<file path="config.mk">
export PLATFORM = sky130hd
export DESIGN_NAME = mod_write_buffer
export DESIGN_NICKNAME = d
export VERILOG_FILES = /design/src/rtl/mod_write_buffer.sv
export SDC_FILE = /design/constraint.sdc
export NUM_CORES = 1
export LEC_CHECK = 0
export BUFFER_PORTS_ARGS = -buffer_cell sky130_fd_sc_hd__buf_2
export CORE_MARGIN = 4
export CORE_UTILIZATION = 26
export CTS_CLUSTER_DIAMETER = 150
export DETAILED_ROUTE_END_ITERATION = 7
export PLACE_DENSITY = 0.52
export SLEW_MARGIN = 15
export SYNTH_ARGS = -nofsm -noshare
export SYNTH_HDL_FRONTEND = slang
export SYNTH_SLANG_ARGS = --single-unit
export TNS_END_PERCENT = 50
</file>
<file path="constraint.sdc">
create_clock -name clk -period 5.7 [get_ports clk]
set_clock_uncertainty 0.05 [all_clocks]
set_input_delay 0.57 -clock clk [delete_from_list [all_inputs] [get_ports clk]]
set_output_delay 0.57 -clock clk [all_outputs]
set_load 0.02 [all_outputs]
</file>
<file path="src/rtl/mod_write_buffer.sv">
// Posted-write buffer between the cache data-side SRAM request port and the SRAM controller.
// Writes are queued and drained in order; reads forward from the youngest matching entry or bypass to SRAM.
//
// state | meaning
// IDLE  | no SRAM request outstanding; pick a read miss first, else drain head
// WR    | head entry write in flight
// RD    | upstream read miss in flight
// GAP   | one mandatory idle cycle between SRAM requests
module mod_write_buffer #(
   parameter int DEPTH = 4,
   parameter int PTR_W = 2
) (
   input  logic             clk,
   input  logic             rst,
   input  logic             up_de,
   input  logic [1:0]       up_drw,
   input  logic [31:0]      up_addr,
   input  logic [31:0]      up_din,
   output logic [31:0]      up_dout,
   output logic             up_nrdy,
   output logic             mem_de,
   output logic [1:0]       mem_drw,
   output logic [31:0]      mem_addr,
   output logic [31:0]      mem_din,
   input  logic [31:0]      mem_dout,
   input  logic             mem_nrdy,
   output logic             wb_empty,
   output logic [PTR_W:0]   wb_count,
   output logic             pmc_wb_stall
);

   typedef enum logic [1:0] {ST_IDLE, ST_WR, ST_RD, ST_GAP} state_t;

   state_t             state_q, state_d;
   logic [29:0]        ent_addr_q [DEPTH];
   logic [29:0]        ent_addr_d [DEPTH];
   logic [31:0]        ent_data_q [DEPTH];
   logic [31:0]        ent_data_d [DEPTH];
   logic [PTR_W-1:0]   head_q, head_d, tail_q, tail_d;
   logic [PTR_W:0]     count_q, count_d;
   logic               empty_q, empty_d;
   logic               mem_de_q, mem_de_d;
   logic [1:0]         mem_drw_q, mem_drw_d;
   logic [31:0]        mem_addr_q, mem_addr_d;
   logic [31:0]        mem_din_q, mem_din_d;

   logic               is_wr, is_rd, full, push, pop, hit, rd_done;
   logic [31:0]        fwd_data;

   assign is_wr   = up_de && (up_drw == 2'b01);
   assign is_rd   = up_de && (up_drw == 2'b10);
   assign full    = (count_q == (PTR_W+1)'(DEPTH));
   assign push    = is_wr && !full && !rst;
   assign pop     = (state_q == ST_WR) && !mem_nrdy;
   assign rd_done = (state_q == ST_RD) && !mem_nrdy;

   // Youngest match wins: scan oldest to youngest and let later hits overwrite.
   always_comb begin
      logic [PTR_W-1:0] idx;
      hit      = 1'b0;
      fwd_data = '0;
      idx      = '0;
      for (int k = 0; k < DEPTH; k++) begin
         idx = head_q + PTR_W'(k);
         if (((PTR_W+1)'(k) < count_q) && (ent_addr_q[idx] == up_addr[31:2])) begin
            hit      = 1'b1;
            fwd_data = ent_data_q[idx];
         end
      end
   end

   always_comb begin
      up_nrdy      = 1'b0;
      up_dout      = '0;
      pmc_wb_stall = 1'b0;
      if (rst) begin
         up_nrdy = 1'b1;
      end else if (is_wr) begin
         up_nrdy      = full;
         pmc_wb_stall = full;
      end else if (is_rd) begin
         if (hit) begin
            up_dout = fwd_data;
         end else if (rd_done) begin
            up_dout = mem_dout;
         end else begin
            up_nrdy = 1'b1;
         end
      end
   end

   always_comb begin
      ent_addr_d = ent_addr_q;
      ent_data_d = ent_data_q;
      head_d     = head_q;
      tail_d     = tail_q;
      if (push) begin
         ent_addr_d[tail_q] = up_addr[31:2];
         ent_data_d[tail_q] = up_din;
         tail_d             = tail_q + 1'b1;
      end
      if (pop) begin
         head_d = head_q + 1'b1;
      end
      count_d = count_q + {{PTR_W{1'b0}}, push} - {{PTR_W{1'b0}}, pop};
      empty_d = (count_d == '0);
   end

   always_comb begin
      state_d    = state_q;
      mem_de_d   = mem_de_q;
      mem_drw_d  = mem_drw_q;
      mem_addr_d = mem_addr_q;
      mem_din_d  = mem_din_q;
      case (state_q)
         ST_IDLE: begin
            if (is_rd && !hit) begin
               state_d    = ST_RD;
               mem_de_d   = 1'b1;
               mem_drw_d  = 2'b10;
               mem_addr_d = up_addr;
            end else if (!empty_q) begin
               state_d    = ST_WR;
               mem_de_d   = 1'b1;
               mem_drw_d  = 2'b01;
               mem_addr_d = {ent_addr_q[head_q], 2'b00};
               mem_din_d  = ent_data_q[head_q];
            end
         end
         ST_WR, ST_RD: begin
            if (!mem_nrdy) begin
               state_d  = ST_GAP;
               mem_de_d = 1'b0;
            end
         end
         ST_GAP:  state_d = ST_IDLE;
         default: state_d = ST_IDLE;
      endcase
   end

   always_ff @(posedge clk) begin
      if (rst) begin
         state_q    <= ST_IDLE;
         head_q     <= '0;
         tail_q     <= '0;
         count_q    <= '0;
         empty_q    <= 1'b1;
         mem_de_q   <= 1'b0;
         mem_drw_q  <= 2'b00;
         mem_addr_q <= '0;
         mem_din_q  <= '0;
         for (int i = 0; i < DEPTH; i++) begin
            ent_addr_q[i] <= '0;
            ent_data_q[i] <= '0;
         end
      end else begin
         state_q    <= state_d;
         head_q     <= head_d;
         tail_q     <= tail_d;
         count_q    <= count_d;
         empty_q    <= empty_d;
         mem_de_q   <= mem_de_d;
         mem_drw_q  <= mem_drw_d;
         mem_addr_q <= mem_addr_d;
         mem_din_q  <= mem_din_d;
         ent_addr_q <= ent_addr_d;
         ent_data_q <= ent_data_d;
      end
   end

   assign mem_de   = mem_de_q;
   assign mem_drw  = mem_drw_q;
   assign mem_addr = mem_addr_q;
   assign mem_din  = mem_din_q;
   assign wb_empty = empty_q;
   assign wb_count = count_q;

endmodule

</file>
Word level (Yosys, flattened, before mapping)
Index checks and enable logic that the tools add are counted.
{ "word_totals": {"in_bits": 102, "register_bits": 325, "output_inout_bits": 105} }
{ "op_classes": {"bitwise": 7, "n_eq_ne": 13, "reduce_logical": 24, "n_mux": 60, "order_cmp": 10, "addsub": 6} }
{ "ops": {"columns": ["operator", "count"], "rows": [
  ["$mux 32", 20],
  ["$mux 30", 9],
  ["$bmux 32 s2", 4],
  ["$bmux 30 s2", 4],
  ["$bwmux 128", 1],
  ["$bwmux 120", 1],
  ["$eq 30x30->1", 4],
  ["$demux 32 s2", 1],
  ["$demux 30 s2", 1],
  ["$ge 3x3->1 const B", 5],
  ["$not 2->3", 5],
  ["$mux 1", 14],
  ["$logic_and 1x1->1", 12],
  ["$eq 2x2->1 const B", 3],
  ["$lt 1x3->1 const A", 2],
  ["$lt 2x3->1 const A", 2],
  ["$mux 2", 3],
  ["$pmux 2 s3", 1],
  ["$reduce_and 3->1", 2],
  ["$add 2x1->2 const B", 2],
  ["$add 2x2->2 const B", 2],
  ["$eq 2x1->1 const B", 2],
  ["$logic_not 1->1", 4],
  ["$reduce_and 2->1", 2],
  ["13 further kinds", 14]
]} }

Logic depth before layout (Yosys ltp)
Gate-level depths: netlist of run 1.
{ "logic_depth": {"depth_word": 14, "depth_mapped": 16} }

Worst setup path before layout of run 1
Ideal clock, no wire load.
{ "synth_timing": {"path_type": "reg-to-output", "startpoint": "register head_q[0]", "endpoint": "output up_dout[1]", "path_slack_ps": 1899, "stages_incl_launch_ff": 14, "arrival_ps": 3181, "required_time_ps": 5080, "cell_sequence": "dfxtp_1 -> buf_6 -> buf_8 -> buf_6 -> mux2i_1 -> mux2i_1 -> a32o_1 -> a2111oi_2 -> o2111ai_1 -> or3_1 -> buf_4 -> buf_6 -> a211o_1 -> a21oi_1"} }
{ "synth_between": {"elab_chain_cells": 14, "elab_cells_between_ends": 51, "classes_between": "3 x add/sub; 4 x eq/ne; 36 x mux; 4 x bitwise; 4 x reduce/logical"} }
{ "synth_lines": {"columns": ["element", "line", "source"], "rows": [
  ["from (decl)", "39", "logic [PTR_W-1:0] head_q, head_d, tail_q, tail_d;"],
  ["from (signal assigned)", "144", "head_q <= '0;"],
  ["from (signal assigned)", "158", "head_q <= head_d;"],
  ["$add 2x1->2 / $not 2->3 (equally long branches)", "64, 65, 67", null],
  ["$not 2->3 (not written as such) / $bmux 30 s2 (equally long branches)", "65, 67", null],
  ["$bmux 30 s2 / $mux 30 (equally long branches)", "65", "if (((PTR_W+1)'(k) < count_q) && (ent_addr_q[idx] == up_addr[31:2])) begin"],
  ["$mux 30 (not written as such)", "65", null],
  ["$mux 30 (not written as such) / $eq 30x30->1 (equally long branches)", "65", null],
  ["$eq 30x30->1 / $logic_and 1x1->1 (equally long branches)", "65", null],
  ["$logic_and 1x1->1, or another cell as far along", "65", null],
  ["$mux 32 / $mux 1 (equally long branches) (3 in a row)", "65", null],
  ["$mux 32 (*)", "82", "if (hit) begin"],
  ["$mux 32 (*)", "81", "end else if (is_rd) begin"],
  ["$mux 32 (*)", "78", "end else if (is_wr) begin"],
  ["$mux 32 (*)", "76", "if (rst) begin"],
  ["to (decl)", "19", "output logic [31:0] up_dout,"]
]} }
Mark *: on every way between the ends. The rest lies on a longest branch, timed or not. The select of a mux whose other input is x is not followed.

Worst setup path after layout of run 1
{ "layout_timing": {"startpoint": "register head_q[0]", "endpoint": "output up_dout[17]"} }
Same word-level chain as after synthesis.

==> key figures, run 1 <==
Clock tree
  – Setup bufs post-CTS: 0
  – Worst skew pair latency: about 0.57 ns
  – Num CTS Buffers: 42
  – Clk sinks: 325
  – TritonCTS clock tree: built
  – CTS clk-pin slew, worst paths: approximately 0.06 ns
  – H-tree Lvls: 2
  – Clock buffer depth: 3
  – Root Driver: clkbuf_16

Power
  – Psw: 2.21 mW
  – Final Power: 6.94 mW
  – Power Internal: 4.73 mW
  – PwrDens: approximately 290 nW/um^2
  – Maximum VDD drop: about 180 uV
  – Share of total power in combinational logic: 0.238
  – Sw Ratio: 0.319
  – Pleak: ~7.8 nW
  – Flop pwr share: 0.369
  – Clock share of power: 0.394

Floorplan
  – CORE AREA: between 70000 and 80000 sq um
  – Site Rows: slightly above 100
  – Initial core utilization: 0.264
  – Die W: approximately 290 um
  – Die height: 292 um
  – Die area: approximately 85000 sq um
  – Ports: between 200 and 250

Detailed routing
  – Routed Antenna Nets: 0
  – Drt via density: a little over 5
  – Residual DRC: 0
  – Initial DRC Count: approximately 1600
  – Detailed Routing Iterations Pass 1: 5
  – Via count: between 15000 and 20000
  – WL/cell: 20.2 um
  – Post-Route WL: a little over 70000 um

Layout
  – Area grow syn2layout: 14.9%
  – Filler cells: 8564
  – Final core utilization: 0.303
  – Share of layout cells above drive strength 1: 0.210
  – Nets: between 2000 and 3000

Setup path
  – FF-to-FF setup slack: ~1.3 ns
  – Crit path kind: flip-flop to output pin
  – Crit path DAT: 4.78 ns
  – R2R depth: 12
  – R2R Path Start: head_q[0]$_SDFFE_PP0P_
  – Crit-path max FO: 32
  – Reg2reg end: mem_addr[18]$_SDFFE_PP0P_
  – Worst path required time: approximately 5.1 ns
  – Startpoint types: flip-flop
  – CP Capture Type: output pin
  – CP max stage delay: 0.60 ns
  – Worst path cell trace: buf_12, buf_4, mux2i_1, o32ai_1, a2111oi_0, nand4_1, a2111o_1, nor3b_4, buf_12, a21oi_1, a211o_1, a21oi_1, buf_2
  – Worst path slowest cell: dfxtp_4

Logic synthesis
  – Syn Inst Count: about 2500
  – Top post-synthesis cells by count: nand2_1 (634), dfxtp_1 (325), o21ai_0 (288)
  – Post-synth cell types: between 60 and 70
  – Yosys warning count: 0
  – Register area share after synthesis: 0.311
  – Post-synth EDFFs: 0
  – Top-count cell post-synth: nand2_1
  – Most used DFF post-synth: dfxtp_1
  – Fraction of registers with async set or reset after synthesis: 0
  – Synthesized cell area: 20900 sq um
  – Share of the synthesized area in the top cell type: 0.311
  – Synth area leaders: dfxtp_1 (31%), mux4_2 (15%), nand2_1 (11%)
  – Register bit total from synthesis: between 300 and 400
  – Post-Syn Nets: 2567
  – Area leader, netlist: dfxtp_1
  – Mean Syn Cell Area: around 8.5 sq um

Timing
  – Slew Viols, Final: 0
  – Worst slew margin: 0.309
  – Actual slew at the worst max-slew pin: around 1.0 ns
  – Hold Fails Final Rpt: 0
  – Sum Neg Setup Slack: 0 ns
  – RSZ-0062 raised after global routing: false
  – Clock period minus worst slack: around 5.4 ns
  – Final hold slack: 0.191 ns
  – Max Clk Rate: approximately 190 MHz
  – Crit share post-route: 0.948
  – Setup-failing EPs final: 0

Min path
  – Cells on Worst Hold Path: 3
  – Worst Hold Launch: up_din[13]
  – Worst min-delay path class: primary input to flip-flop
  – WHS Endpoint: ent_data_q[77]$_SDFFE_PP0P_

Status
  – Outcome: complete, no violations

Placement
  – HPWL Detailed: between 50000 and 60000 um
  – Placer Congestion: roughly 0.92
  – PortBufs: between 200 and 250

Global route
  – Number of global-route vias before repair: roughly 17000
  – Initial antenna violation count: 15
  – Gr usage total: 0.164
  – Grt ovf: 0
  – First-pass GRT wire length: 111000 um
  – Largest net degree at the start of global routing: 193

Run
  – Max-cap violations: 0
state kept, by name (all words and copies together), names as in the netlist:
| name | flops |
|---|---|
| ent_addr_q | 120 |
| ent_data_q | 128 |
| head_q | 2 |
| mem_addr | 32 |
| mem_de | 1 |
| mem_din | 32 |
| mem_drw | 2 |
| state_q | 2 |
| tail_q | 2 |
| wb_count | 3 |
| wb_empty | 1 |
worst max path at each step:
stage | from | to | cells after the start
4_1_cts | head_q[0]$_SDFFE_PP0P_ | up_dout[23] | 12
5_1_grt | head_q[0]$_SDFFE_PP0P_ | up_dout[8] | 13
6_report | head_q[0]$_SDFFE_PP0P_ | up_dout[17] | 13
3_3_place_gp | head_q[0]$_SDFFE_PP0P_ | up_dout[23] | 12
2_1_floorplan | head_q[0]$_SDFFE_PP0P_ | up_dout[1] | 13
3_5_place_dp | head_q[0]$_SDFFE_PP0P_ | up_dout[23] | 12
layout make-up:
cell class / instances / area (sq um) / area share
clock buffer: 59 / 1240 / 0.0514
tap: 1050 / 1310 / 0.0546
inverter: 35 / 139 / 0.00578
multi-input combinational: 1855 / 13200 / 0.550
clock inverter: 14 / 170 / 0.00708
sequential: 325 / 6510 / 0.271
timing repair buffer: 244 / 1430 / 0.0594
antenna: 6 / 15.0 / 0.000624
kinds of logic after synthesis:
logic type               Yosys count  synth area share
buffers and inverters            272            0.0593
AND/OR/NAND/NOR                  829             0.160
adder cells (fa/ha/maj)           13           0.00813
flip-flops                       325             0.311
AO/OA/AOI/OAI                    563             0.167
multiplexers                     346             0.251
XOR/XNOR                         104            0.0435
layout by cell type, fill, tap and decap left out, types with 9 or more instances in the layout:
cell and n:
a211o_1 33, a211oi_1 58, a21oi_1 80, a32oi_1 33, buf_12 9, buf_2 206, buf_4 29, clkbuf_16 43
clkbuf_8 10, dfxtp_1 323, ha_1 12, inv_1 34, mux2_2 51, mux2i_1 151, mux4_2 136, nand2_1 634
nand2b_1 21, nand4_1 23, nor2_1 106, o2111ai_1 10, o21ai_0 288, xnor2_1 91, xor2_1 13
critical path: cells and delay by family (launching register included):
family                 cells  cell delay (ns)
AOI/OAI and AO/OA          6             1.78
muxes                      1             0.35
buffers and inverters      4             0.94
and+or+nand+nor            2             0.46
DFF                        1             0.60
per-stage QoR:
stage	std cells	setup WS (ns)	instance area, sq um
6_report	3588	0.296	24000
5_1_grt	3585	0.124	24000
4_1_cts	3582	0.261	24000
3_5_place_dp	3509	0.886	22600
3_3_place_gp	3509	0.893	22600
2_1_floorplan	2452	1.90	20900
timing repair:
| action | in CTS | in global routing |
|---|---|---|
| endpoints found under the setup margin | 0 | 16 |
| hold endpoints to repair | 0 | 0 |
| gates resized for setup | 0 | 1 |
| hold buffers | 0 | 0 |
power by group through the flow:
| stage | Clock [mW] | Sequential (mW) | Combinational [mW] |
|---|---|---|---|
| 6_report | 2.73 | 2.56 | 1.65 |
| 5_1_grt | 2.90 | 2.58 | 1.78 |
| 4_1_cts | 2.81 | 2.56 | 1.66 |
| 3_5_place_dp | 0 | 2.61 | 1.66 |
| 3_3_place_gp | 0 | 2.61 | 1.65 |
| 2_1_floorplan | 0 | 2.66 | 1.11 |
per-layer routing:
metal	GRT usage	up-vias	routed length (um)
met1	0.226	8923	32800
met4	0.0537	4	2240
met3	0.0256	122	3810
met5	0	-	27
met2	0.265	503	33600
li1	-	8848	-
(Power assumes the default switching activity.)
==> inputs of run 2 (changes only) <==
--- a/config.mk
+++ b/config.mk
@@ -6,6 +6,7 @@
 export NUM_CORES = 1
 export LEC_CHECK = 0
 export BUFFER_PORTS_ARGS = -buffer_cell sky130_fd_sc_hd__buf_2
+export CORE_ASPECT_RATIO = 2
 export CORE_MARGIN = 4
 export CORE_UTILIZATION = 26
 export CTS_CLUSTER_DIAMETER = 150
==> key figures, run 2 (synthesis gave the netlist of run 1 again) <==
Status
  – Outcome: complete, no violations

Clock tree
  – CTS clk-pin slew, worst paths: 0.07 ns (about the same)
  – Worst skew pair latency: 0.57 ns (about the same)
  – Root Driver: clkbuf_16
  – TritonCTS clock tree: built
  – Clock buffer depth: 3 (unchanged)
  – Hold_buf cts: 0 (unchanged)
  – Clk sinks: 325 (unchanged)
  – Num CTS Buffers: 35 (-17%)
  – H-tree Lvls: 2 (unchanged)

Setup path
  – Startpoint types: flip-flop
  – Worst path cell trace: buf_12, mux2i_1, buf_4, xnor2_1, nor3_1, and4_1, o2111ai_1, nor4_4, buf_12, a32oi_1, a21oi_1, buf_2
  – Crit path DAT: 4.88 ns (+0.10 ns)
  – Most numerous cell on the critical path: buf_12
  – Crit path kind: flip-flop to output pin
  – Crit path from: head_q[0]$_SDFFE_PP0P_
  – Reg2reg end: mem_din[5]$_SDFFE_PP0P_
  – CP endpoint: up_dout[1]
  – CP Capture Type: output pin
  – R2R Path Start: head_q[1]$_SDFFE_PP0P_
  – Crit-path leading delay family: buffers and inverters
  – Worst path required time: 5.08 ns (about the same)
  – CP max stage delay: 0.75 ns (+0.15 ns)
  – FF-to-FF setup slack: 1.28 ns (-0.02 ns)
  – Crit path buffers/inverters: 4 (unchanged)
  – Levels on crit path: 12 (-1)
  – R2R depth: 11 (-1)
  – Worst path slowest cell: mux2i_1
  – Crit-path max FO: 64 (+100%)

Power
  – Maximum VDD drop: 181 uV (+2.9%)
  – PwrDens: 283 nW/um^2 (-1.8%)
  – Final Power: 6.85 mW (-1.4%)
  – Pleak: 7.88 nW (+0.98%)

Layout
  – Fin cells: 3591 (+0.084%)
  – Filler cells: 8482 (-0.96%)
  – Design Area, Final: 24200 sq um (+0.43%)
  – Most frequent cells in the layout: nand2_1 (633), dfxtp_1 (323), o21ai_0 (288)
  – Most flops, register: ent_data_q
  – Nets: 2640 (+0.84%)
  – Area grow syn2layout: 15.4%
  – Leading cell type in the layout, fill and taps excluded: nand2_1
  – Largest register FFs: 128 (unchanged)
  – Share of layout cells above drive strength 1: 0.217 (+0.00754)
  – Biggest regs: ent_data_q: 128 flops, ent_addr_q: 120 flops

Timing
  – Crit share post-route: 0.965 (+0.0170)
  – Max Clk Rate: 182 MHz (-1.8%)
  – Clock period minus worst slack: 5.50 ns (+0.0971 ns)
  – Final hold slack: 0.190 ns (-0.000904 ns)
  – Setup-failing EPs final: 0 (unchanged)
  – RSZ-0062 raised after global routing: false
  – Sum Neg Setup Slack: 0 ns (unchanged)
  – Slew Viols, Final: 0 (unchanged)
  – Hold Fails Final Rpt: 0 (unchanged)
  – Worst slew margin: 0.358 (+0.0495)
  – Actual slew at the worst max-slew pin: 0.961 ns (-0.0753 ns)

Detailed routing
  – Post-Route WL: 82100 um (+13%)
  – Drt via density: 5.22 (+1.8%)
  – Via count: 18748 (+1.9%)
  – Residual DRC: 0 (unchanged)
  – WL/cell: 22.9 um (+13%)
  – Routed Antenna Nets: 0 (unchanged)
  – Detailed Routing Iterations Pass 1: 5 (unchanged)
  – Initial DRC Count: 1161 (-26%)

Global route
  – Initial antenna violation count: 11 (-4)
  – Gr usage total: 0.185 (+0.0203)
  – Number of global-route vias before repair: 18472 (+6.0%)
  – Grt ovf: 0 (unchanged)
  – First-pass GRT wire length: 121000 um (+9.0%)
  – Largest net degree at the start of global routing: 86 (-55%)

Placement
  – PortBufs: 206 (unchanged)
  – Post-place instance area: 22800 sq um (+0.95%)
  – HPWL Detailed: 59900 um (+19%)
  – Placer Congestion: 1.05 (+14%)
  – Dpl cells: 3522 (+0.37%)

Floorplan
  – Site Rows: 146 (+42%)
  – Initial core utilization: 0.263 (about the same)
  – Die area: 85400 sq um (+0.32%)
  – Ports: 207 (unchanged)
  – Die height: 409 um (+40%)
  – Die W: 209 um (-28%)
  – CORE AREA: 79500 sq um (about the same)

Min path
  – Worst min-delay path class: primary input to flip-flop

Run
  – Max-cap violations: 0 (unchanged)
run 2: cell types whose count changed in the layout (fill, tap and decap cells not counted), moves of 3 or more:
cell | previous run | this run
clkinvlp_4 | 1 | 5
clkbuf_1 | 6 | 2
clkbuf_16 | 43 | 38
clkinv_2 | 7 | 3
buf_12 | 9 | 12
buf_4 | 29 | 54
clkbuf_8 | 10 | 7
run 2: tightest hold or removal path: cells and delay by family:
family / cells / cell delay (ns)
compound gates: 1 / 0.05
buf+inv: 1 / 0.10
simple gates: 1 / 0.05
run 2: through the flow:
stage / worst slack (ns) / util
5_1_grt: 0.0115 / 0.304
3_3_place_gp: 0.663 / 0.287
4_1_cts: 0.0520 / 0.303
6_report: 0.199 / 0.304
3_5_place_dp: 0.675 / 0.287
2_1_floorplan: 1.90 / -
run 2: worst min path at each step:
stage,startpoint,endpoint,depth (start not counted)
after CTS,up_din[18],ent_data_q[18]$_SDFFE_PP0P_,3
after floorplan,ent_addr_q[112]$_SDFFE_PP0P_,ent_addr_q[112]$_SDFFE_PP0P_,2
after global routing,up_addr[1],mem_addr[1]$_SDFFE_PP0P_,3
after detailed placement,mem_din[18]$_SDFFE_PP0P_,mem_din[18]$_SDFFE_PP0P_,2
final,up_addr[1],mem_addr[1]$_SDFFE_PP0P_,3
after global placement,mem_din[9]$_SDFFE_PP0P_,mem_din[9]$_SDFFE_PP0P_,2
run 2: layer usage:
layer  vias to the layer above  share of wire  track usage  routed length [um]
li1                       8867              -            -                   -
met1                      8986           0.36        0.197               29500
met2                       642           0.51        0.334               41900
met3                       245          0.053       0.0323                4350
met4                         8          0.077        0.118                6310
met5                         -        0.00056            0                  46
run 2: report_power, final:
group	internal (mW)	switching [mW]	total (mW)
Sequential	2.41	0.149	2.56
Combinational	0.687	1.03	1.72
Clock	1.49	1.08	2.57
run 2: cell type report:
class                   count  area (sq um)  share of cell area
diodes                      5          12.5            0.000518
multi-input cells        1855         13200               0.548
clock buffers              47          1050              0.0437
well taps                1036          1300              0.0537
inverters                  35           139             0.00575
clock inverters            15           199             0.00824
repair buffers            273          1700              0.0706
flip-flops and latches    325          6510               0.270
run 2: repair_timing:
item,CTS,global route
setup endpoints to repair,0,32
setup buffers,0,2
resized for setup,0,0
==> inputs of run 3 (changes only) <==
--- a/config.mk
+++ b/config.mk
@@ -11,7 +11,7 @@
 export CORE_UTILIZATION = 26
 export CTS_CLUSTER_DIAMETER = 150
 export DETAILED_ROUTE_END_ITERATION = 7
-export PLACE_DENSITY = 0.52
+export PLACE_DENSITY = 0.53
 export SLEW_MARGIN = 15
 export SYNTH_ARGS = -nofsm -noshare
 export SYNTH_HDL_FRONTEND = slang
==> constraint.sdc (replaced) <==
create_clock -name clk -period 4.6 [get_ports clk]
set_clock_uncertainty 0.05 [all_clocks]
set_input_delay 0.46 -clock clk [delete_from_list [all_inputs] [get_ports clk]]
set_output_delay 0.46 -clock clk [all_outputs]
set_load 0.02 [all_outputs]
==> key figures, run 3 (synthesis gave the netlist of run 1 again) <==
Status
  – Outcome: complete, but fails checks
  – Violated checks: negative setup slack

Min path
  – Worst min-delay path class: primary input to flip-flop
  – Worst Hold Launch: up_din[22]
  – Cells on Worst Hold Path: 3 (unchanged)
  – WHS Endpoint: ent_data_q[86]$_SDFFE_PP0P_

Clock tree
  – Hold_buf cts: 0 (unchanged)
  – CTS clk-pin slew, worst paths: 0.07 ns (about the same)
  – Root Driver: clkbuf_16
  – Num CTS Buffers: 36 (+2.9%)
  – H-tree Lvls: 2 (unchanged)
  – Worst skew pair latency: 0.56 ns (about the same)
  – TritonCTS clock tree: built
  – Clock buffer depth: 3 (unchanged)
  – Clk sinks: 325 (unchanged)

Layout
  – Share of layout cells above drive strength 1: 0.285 (+0.0674)
  – Most frequent cells in the layout: nand2_1 (633), dfxtp_1 (323), o21ai_0 (285)
  – Area grow syn2layout: 24.4%
  – Most flops, register: ent_data_q
  – Fin cells: 3685 (+2.6%)
  – Biggest regs: ent_data_q: 128 flops, ent_addr_q: 120 flops
  – Nets: 2735 (+3.6%)
  – Largest register FFs: 128 (unchanged)
  – Final core utilization: 0.328 (+0.0236)
  – Leading cell type in the layout, fill and taps excluded: nand2_1

Timing
  – Max Clk Rate: approximately 210 MHz
  – Slew Viols, Final: 0 (unchanged)
  – Crit share post-route: 1.05
  – RSZ-0062 raised after global routing: true
  – Actual slew at the worst max-slew pin: 1.15 ns (+0.190 ns)
  – Setup-failing EPs final: 33 (+33)
  – Worst slew margin: 0.229 (-0.129)
  – Hold Fails Final Rpt: 0 (unchanged)
  – Clock period minus worst slack: approximately 4.8 ns
  – Setup slack after layout: -0.230 ns (-0.429 ns)

Setup path
  – Crit path DAT: 4.32 ns (-0.56 ns)
  – Reg2reg end: mem_din[7]$_SDFFE_PP0P_
  – Worst path required time: 4.09 ns (-0.99 ns)
  – Startpoint types: flip-flop
  – Crit path kind: flip-flop to output pin
  – R2R Path Start: head_q[0]$_SDFFE_PP0P_
  – FF-to-FF setup slack: 0.52 ns (-0.76 ns)
  – R2R depth: 16 (+5)
  – Crit-path max FO: 7 (-89%)
  – CP Capture Type: output pin

Detailed routing
  – WL/cell: 23.3 um (+2.1%)
  – Routed Antenna Nets: 0 (unchanged)
  – Residual DRC: 0 (unchanged)
  – Detailed Routing Iterations Pass 1: 5 (unchanged)
  – Drt via density: 5.22 (about the same)
  – Initial DRC Count: 1165 (+0.34%)
  – Via count: 19236 (+2.6%)
  – Post-Route WL: 86000 um (+4.8%)

Floorplan
  – Initial core utilization: 0.263 (unchanged)
  – Site Rows: 146 (unchanged)
  – Die W: 209 um (unchanged)
  – Die area: 85400 sq um (unchanged)
  – Ports: 207 (unchanged)
  – Die height: 409 um (unchanged)
  – CORE AREA: 79500 sq um (unchanged)

Global route
  – Grt ovf: 0 (unchanged)
  – First-pass GRT wire length: 127000 um (+4.5%)
  – Number of global-route vias before repair: 18872 (+2.2%)
  – Initial antenna violation count: 10 (-1)
  – Largest net degree at the start of global routing: 181 (+110%)
  – Gr usage total: 0.194 (+0.00984)

Power
  – Pleak: 8.60 nW (+9.1%)
  – PwrDens: 332 nW/um^2 (+17%)
  – Maximum VDD drop: 289 uV (+59%)
  – Final Power: 8.65 mW (+26%)

Run
  – Max-cap violations: 0 (unchanged)

Placement
  – HPWL Detailed: 61300 um (+2.3%)
  – PortBufs: 206 (unchanged)
  – Dpl cells: 3571 (+1.4%)
  – Dpl ws: 0.122 ns (-0.553 ns)
  – Placer Congestion: 1.01 (-4.3%)
==> run 3: worst max-delay path, stage by stage (launching register included) <==
cell	delay, ns
dfxtp_4	0.42
buf_12	0.15
buf_8	0.11
buf_4	0.10
mux4_2	0.55
xnor2_4	0.29
nand4_1	0.27
nor4_2	0.34
nand4_1	0.20
buf_12	0.20
buf_4	0.18
a211oi_1	0.25
a21oi_2	0.05
a211o_1	0.32
a21oi_2	0.16
buf_6	0.15
==> run 3: stage by stage <==
step	hold slack (ns)	area [sq um]	setup TNS [ns]
after global routing	0.0698	26000	-10.73
final	0.0913	26000	-4.78
after CTS	0.0490	25700	-2.42
after detailed placement	0.394	23400	0
after floorplan	0.398	20900	0
after global placement	0.392	23400	0
==> run 3: area by class of cell <==
type	instances	area, sq um
fillers	8298	53400
multi-input cells	1855	13800
flip-flops and latches	325	6510
repair buffers	367	3030
well taps	1036	1300
clock buffers	47	993
clock inverters	16	200
inverters	35	139
diodes	4	10.0
==> run 3: worst max-delay path by stage <==
stage	end	from
3_5_place_dp	up_dout[19]	head_q[0]$_SDFFE_PP0P_
5_1_grt	up_dout[24]	head_q[0]$_SDFFE_PP0P_
3_3_place_gp	up_dout[2]	head_q[0]$_SDFFE_PP0P_
2_1_floorplan	up_dout[1]	head_q[0]$_SDFFE_PP0P_
6_report	up_dout[24]	head_q[0]$_SDFFE_PP0P_
4_1_cts	up_dout[19]	head_q[0]$_SDFFE_PP0P_
==> run 3: where the power goes <==
part | internal (mW) | leakage [nW] | switching, mW
combinational | 1.05 | 5.38 | 1.39
clock | 1.76 | 0.590 | 1.31
sequential | 2.99 | 2.63 | 0.146
total | 5.80 | 8.60 | 2.85
==> run 3: per-layer routing <==
layer  global-route usage  wire length, um  vias to the layer above
met4                0.122             6660                       12
met5                    0               89                        -
li1                     -                -                     9059
met2                0.354            44000                      642
met3               0.0362             4470                      255
met1                0.204            30800                     9268
==> run 3: repair_timing <==
| item | CTS | global route |
|---|---|---|
| resized for setup | 140 | 60 |
| cloned | 9 | 0 |
| pin swaps | 75 | 23 |
| endpoints found under the setup margin | 33 | 33 |
| setup buffers | 31 | 9 |
